**config.mk**
```make
export PLATFORM = sky130hd
export DESIGN_NAME = ir_ctrl_seq
export DESIGN_NICKNAME = d
export VERILOG_FILES = /design/src/rtl/ir_ctrl_seq.sv
export SDC_FILE = /design/constraint.sdc
export NUM_CORES = 1
export LEC_CHECK = 0
export ABC_AREA = 1
export CORE_MARGIN = 5
export CORE_UTILIZATION = 48
export DETAILED_ROUTE_END_ITERATION = 8
export HOLD_SLACK_MARGIN = 0.03
export PLACE_DENSITY_LB_ADDON = 0.08
export SYNTH_ARGS = -nofsm -noshare
export SYNTH_HDL_FRONTEND = slang
export SYNTH_SLANG_ARGS = --single-unit
```
**constraint.sdc**
```tcl
create_clock -name clk -period 1.7 [get_ports clk]
set_input_delay 0.51 -clock clk [delete_from_list [all_inputs] [get_ports clk]]
set_output_delay 0.51 -clock clk [all_outputs]
set_load 0.03 [all_outputs]
```
**src/rtl/ir_ctrl_seq.sv**
```systemverilog
// ir_ctrl_seq: multi-cycle fetch/decode/execute control sequencer with memory handshake timeout
module ir_ctrl_seq #(
  parameter int MEM_TIMEOUT = 16,
  parameter int TO_W = 5
) (
  input  logic       clk,
  input  logic       rst,
  input  logic [3:0] opcode,
  input  logic       zero,
  input  logic       mem_ack,
  output logic       ir_re,
  output logic       pc_inc,
  output logic       pc_load,
  output logic       mem_req,
  output logic       mem_we,
  output logic       addr_sel,
  output logic [2:0] alu_op,
  output logic       acc_we,
  output logic       acc_src,
  output logic       halted,
  output logic       fault,
  output logic [3:0] state_dbg
);
  typedef enum logic [3:0] {
    IDLE = 4'd0, FETCH = 4'd1, LATCH = 4'd2, DECODE = 4'd3, EXEC = 4'd4,
    MEM = 4'd5, WB = 4'd6, HALT = 4'd7, FAULT = 4'd8
  } state_t;
  state_t state;
  logic [3:0] op_q;
  logic [TO_W-1:0] cnt;
  logic expired, is_alu;
  assign expired = cnt == TO_W'(MEM_TIMEOUT - 1);
  assign is_alu = op_q >= 4'h3 && op_q <= 4'hA;
  // state sequencing; the timeout counter restarts after every ack so each FETCH/MEM entry starts at zero
  always_ff @(posedge clk or posedge rst) begin
    if (rst) begin
      state <= IDLE;
      op_q <= 4'h0;
      cnt <= '0;
    end else begin
      case (state)
        IDLE: state <= FETCH;
        FETCH: begin
          if (mem_ack) begin
            state <= LATCH;
            cnt <= '0;
          end else if (expired) state <= FAULT;
          else cnt <= cnt + 1'b1;
        end
        LATCH: state <= DECODE;
        DECODE: begin
          op_q <= opcode;
          state <= (opcode == 4'h0) ? FETCH : (opcode <= 4'h2) ? MEM : (opcode <= 4'hC) ? EXEC : (opcode == 4'hF) ? HALT : FAULT;
        end
        EXEC: state <= is_alu ? WB : FETCH;
        MEM: begin
          if (mem_ack) begin
            state <= (op_q == 4'h1) ? WB : FETCH;
            cnt <= '0;
          end else if (expired) state <= FAULT;
          else cnt <= cnt + 1'b1;
        end
        WB: state <= FETCH;
        default: state <= state;
      endcase
    end
  end
  // strobes decoded from the state register so reset drops them immediately
  always_comb begin
    ir_re = state == LATCH;
    pc_inc = state == LATCH;
    pc_load = state == EXEC && (op_q == 4'hB || (op_q == 4'hC && zero));
    mem_req = state == FETCH || state == MEM;
    mem_we = state == MEM && op_q == 4'h2;
    addr_sel = state == MEM;
    alu_op = ((state == EXEC || state == WB) && is_alu) ? 3'(op_q - 4'h3) : 3'd0;
    acc_we = state == WB;
    acc_src = state == WB && op_q == 4'h1;
    halted = state == HALT;
    fault = state == FAULT;
    state_dbg = state;
  end
endmodule

```
==> out/metrics.csv <==
stage;metric;value;unit
route;routed_wl;4090;microns
critical_path;r2r_start;cnt[0]$_DFFE_PP0P_;
global_route;met3_usage;3.48;%
placed_design;place_ws;-0.232;ns
hold_path;holdPathEnd;cnt[0]$_DFFE_PP0P_;
synth;synth_area;0.00100;sq mm
timing;hold_slack;0.509;ns
power_and_ir_drop;leakage;0.000834;uW
synth;synth_top_area_cell;dfrtp_1;
placed_design;gp_congestion;0.946;
placed_design;placed_area;0.00146;sq mm
cts;clkLatencyLatePin;0.28;ns
global_route;grt_pass1_vias;1209;
power_and_ir_drop;p_per_area;309;mW/mm^2
cells_and_area;nets;221;
timing;maxSlewHeadroom;78.0;%
timing;fin_ws;-0.479;ns
timing;clock_skew;0.00471;ns
timing;slew_violations;0;
die;coreArea;0.00198;sq mm
run_status;violations;negative setup slack;
synth;syn_inst;142;
route;postRouteAntennaNets;0;
cts;root_buffer;clkbuf_4;
die;dieArea;0.00310;sq mm
synth;synth_seq_cells;13;
route;vias_per_cell;5.84;
synth;synth.top_cell.area_share;32.4;%
critical_path;cp-end-kind;output port;
cells_and_area;syn_to_final_growth;80.5;%
cts;clock-sinks;13;
global_route;track_usage;20.5;%
global_route;grt_overflow_total;0;
cts;tritoncts;built;
synth;synth_cell_type_count;28;
synth;postSynth.asyncResetShare;100;%
synth;synth_area_leaders;dfrtp_1 32%, nand2_1 14%, nor2_1 8.2%;
synth;synth_nets;156;
critical_path;reg2regPathDepth;9;
cts;cts_buffers;3;
timing;fin_crit;2.18;ns
global_route;gr-usage-met1;22.8;%
placed_design;dp_hpwl;2110;microns
global_route;grt_pass1_wl;5130;microns
route;drt_first_pass_iters;5;
cells_and_area;n_antenna_cell;0;
placed_design;port_buffers;24;
run;drv_cap;0;
synth;ys_dominant_reg_cell;dfrtp_1;
critical_path;path_class;reg -> out;
timing;setup_viol;15;
global_route;antenna_found_initial;0;
critical_path;start_kind;flop;
critical_path;timing.rr.end;state_dbg[1]$_DFFE_PP0P_;
synth;synth_commonest_cells;38 x nand2_1, 22 x nor2_1, 15 x inv_1;
route;drt_iter0_drc;88;
timing;hold_viol;0;
cts;htreeDepth;1;
cts;clockBufferDepth;2;
die;fp.dieH;55.7;microns
cts;clk_pin_slew;0.09;ns
cells_and_area;drive_gt1_share;51.9;%
cells_and_area;post-route-cell-area;0.00181;sq mm
critical_path;cp_max_fo;3;
power_and_ir_drop;ir_drop;0.445;mV
route;vias;1360;
global_route;use_met2;38.0;%
timing;tightestPinTransition;0.326;ns
critical_path;reg2reg_slack;-0.11;ns
die;rows;16;
route;detail_route.wl_per_cell;17.6;microns
hold_path;min-delay-start;cnt[0]$_DFFE_PP0P_;
timing;post-route-period-util;128;%
global_route;grt_max_degree;14;
timing;grt_setup_unrepaired;yes;
timing;fmax;459;MHz
run_status;status;finished, violations left;
cells_and_area;fill_cells;80;
hold_path;min_path_type;reg -> reg;
synth;synth_edf_count;0;
hold_path;min_path_cells;1;
die;ios;25;
route;drc;0;
die;die_x;55.7;microns
synth;ys.warnings.count;0;
die;start_util;50.6;%
critical_path;required;1.19;ns
synth;yosysSeqAreaShare;32.4;%
critical_path;cp.arrival;1.67;ns
synth;yosysMostFrequentCell;nand2_1;
cts;hold_buffers;0;
global_route;top_usage_layer;met2;
synth;syn_avg_cell_area;7.07;sq um
where the power goes:
part	switching, uW	internal, uW
clock network	110	91.1
logic	27.7	22.6
registers	0	309
total	137	422
kinds of logic (layout without fill, tap and decap cells):
group / count (synthesis) / in the layout / share of synthesized area [%]
compound gates: 21 / 21 / 13.1
xor+xnor: 1 / 1 / 0.873
fa+ha+maj: 6 / 6 / 7.48
buf+inv: 21 / 85 / 8.85
flops: 13 / 13 / 32.4
simple gates: 80 / 80 / 37.3
worst max-delay path, cell delays in order (launching register included):
cell,delay [ns]
dfrtp_1,0.42
inv_2,0.09
ha_4,0.13
o21ai_2,0.04
nand2_1,0.13
nand2_2,0.10
nor2_4,0.13
nand2_4,0.10
nor2_4,0.11
buf_6,0.13
metal layers:
layer  vias up  share of wire, %
met3        48               7.8
met4         0               8.1
met5         -                 0
li1        586                 -
met1       616                36
met2       110                48
stage by stage:
stage | std cells | TNS (ns) | util (%) | total power [uW]
after floorplan | 142 | -0.420 | - | 329
after global placement | 209 | -0.586 | 73.8 | 357
after detailed placement | 209 | -0.719 | 73.8 | 358
after global routing | 233 | -3.89 | 91.4 | 580
final | 233 | -3.05 | 91.4 | 560
after CTS | 228 | -2.40 | 85.9 | 548
layout make-up:
type	count	area [sq um]	area share (%)
multi-input cells	108	796	43.9
well taps	27	33.8	1.86
inverters	19	76.3	4.21
repair buffers	62	548	30.2
clock buffers	4	26.3	1.45
flip-flops and latches	13	332	18.3
state kept, by name, indices dropped and copies added, names as in the netlist:
name / cells
cnt: 5
op_q: 4
state_dbg: 4
how the worst max path moves through the flow:
stage	from	to	cells after the start
final	op_q[0]$_DFFE_PP0P_	alu_op[2]	9
after global routing	op_q[0]$_DFFE_PP0P_	alu_op[2]	9
after CTS	op_q[0]$_DFFE_PP0P_	alu_op[0]	9
after detailed placement	zero	pc_load	4
after global placement	zero	pc_load	4
after floorplan	state_dbg[3]$_DFFE_PP0P_	pc_inc	4
timing repair:
action	CTS	global route
pin swaps	13	7
setup buffers	16	6
hold endpoints to repair	0	0
setup endpoints to repair	15	19
resized for setup	29	24
layout by cell type (no fill, tap or decap), types with 2 or more instances in the layout:
master,count
a21oi_1,4
buf_4,35
buf_6,17
clkbuf_4,3
clkdlybuf4s50_1,7
dfrtp_1,8
dfrtp_2,5
ha_2,2
ha_4,3
inv_1,10
inv_2,7
inv_4,2
nand2_1,31
nand2_2,4
nand2_4,6
nand2_8,2
nand3_1,4
nor2_1,15
nor2_4,10
nor3_2,2
o21ai_0,7
No activity file was read; power rests on OpenSTA's default activity.
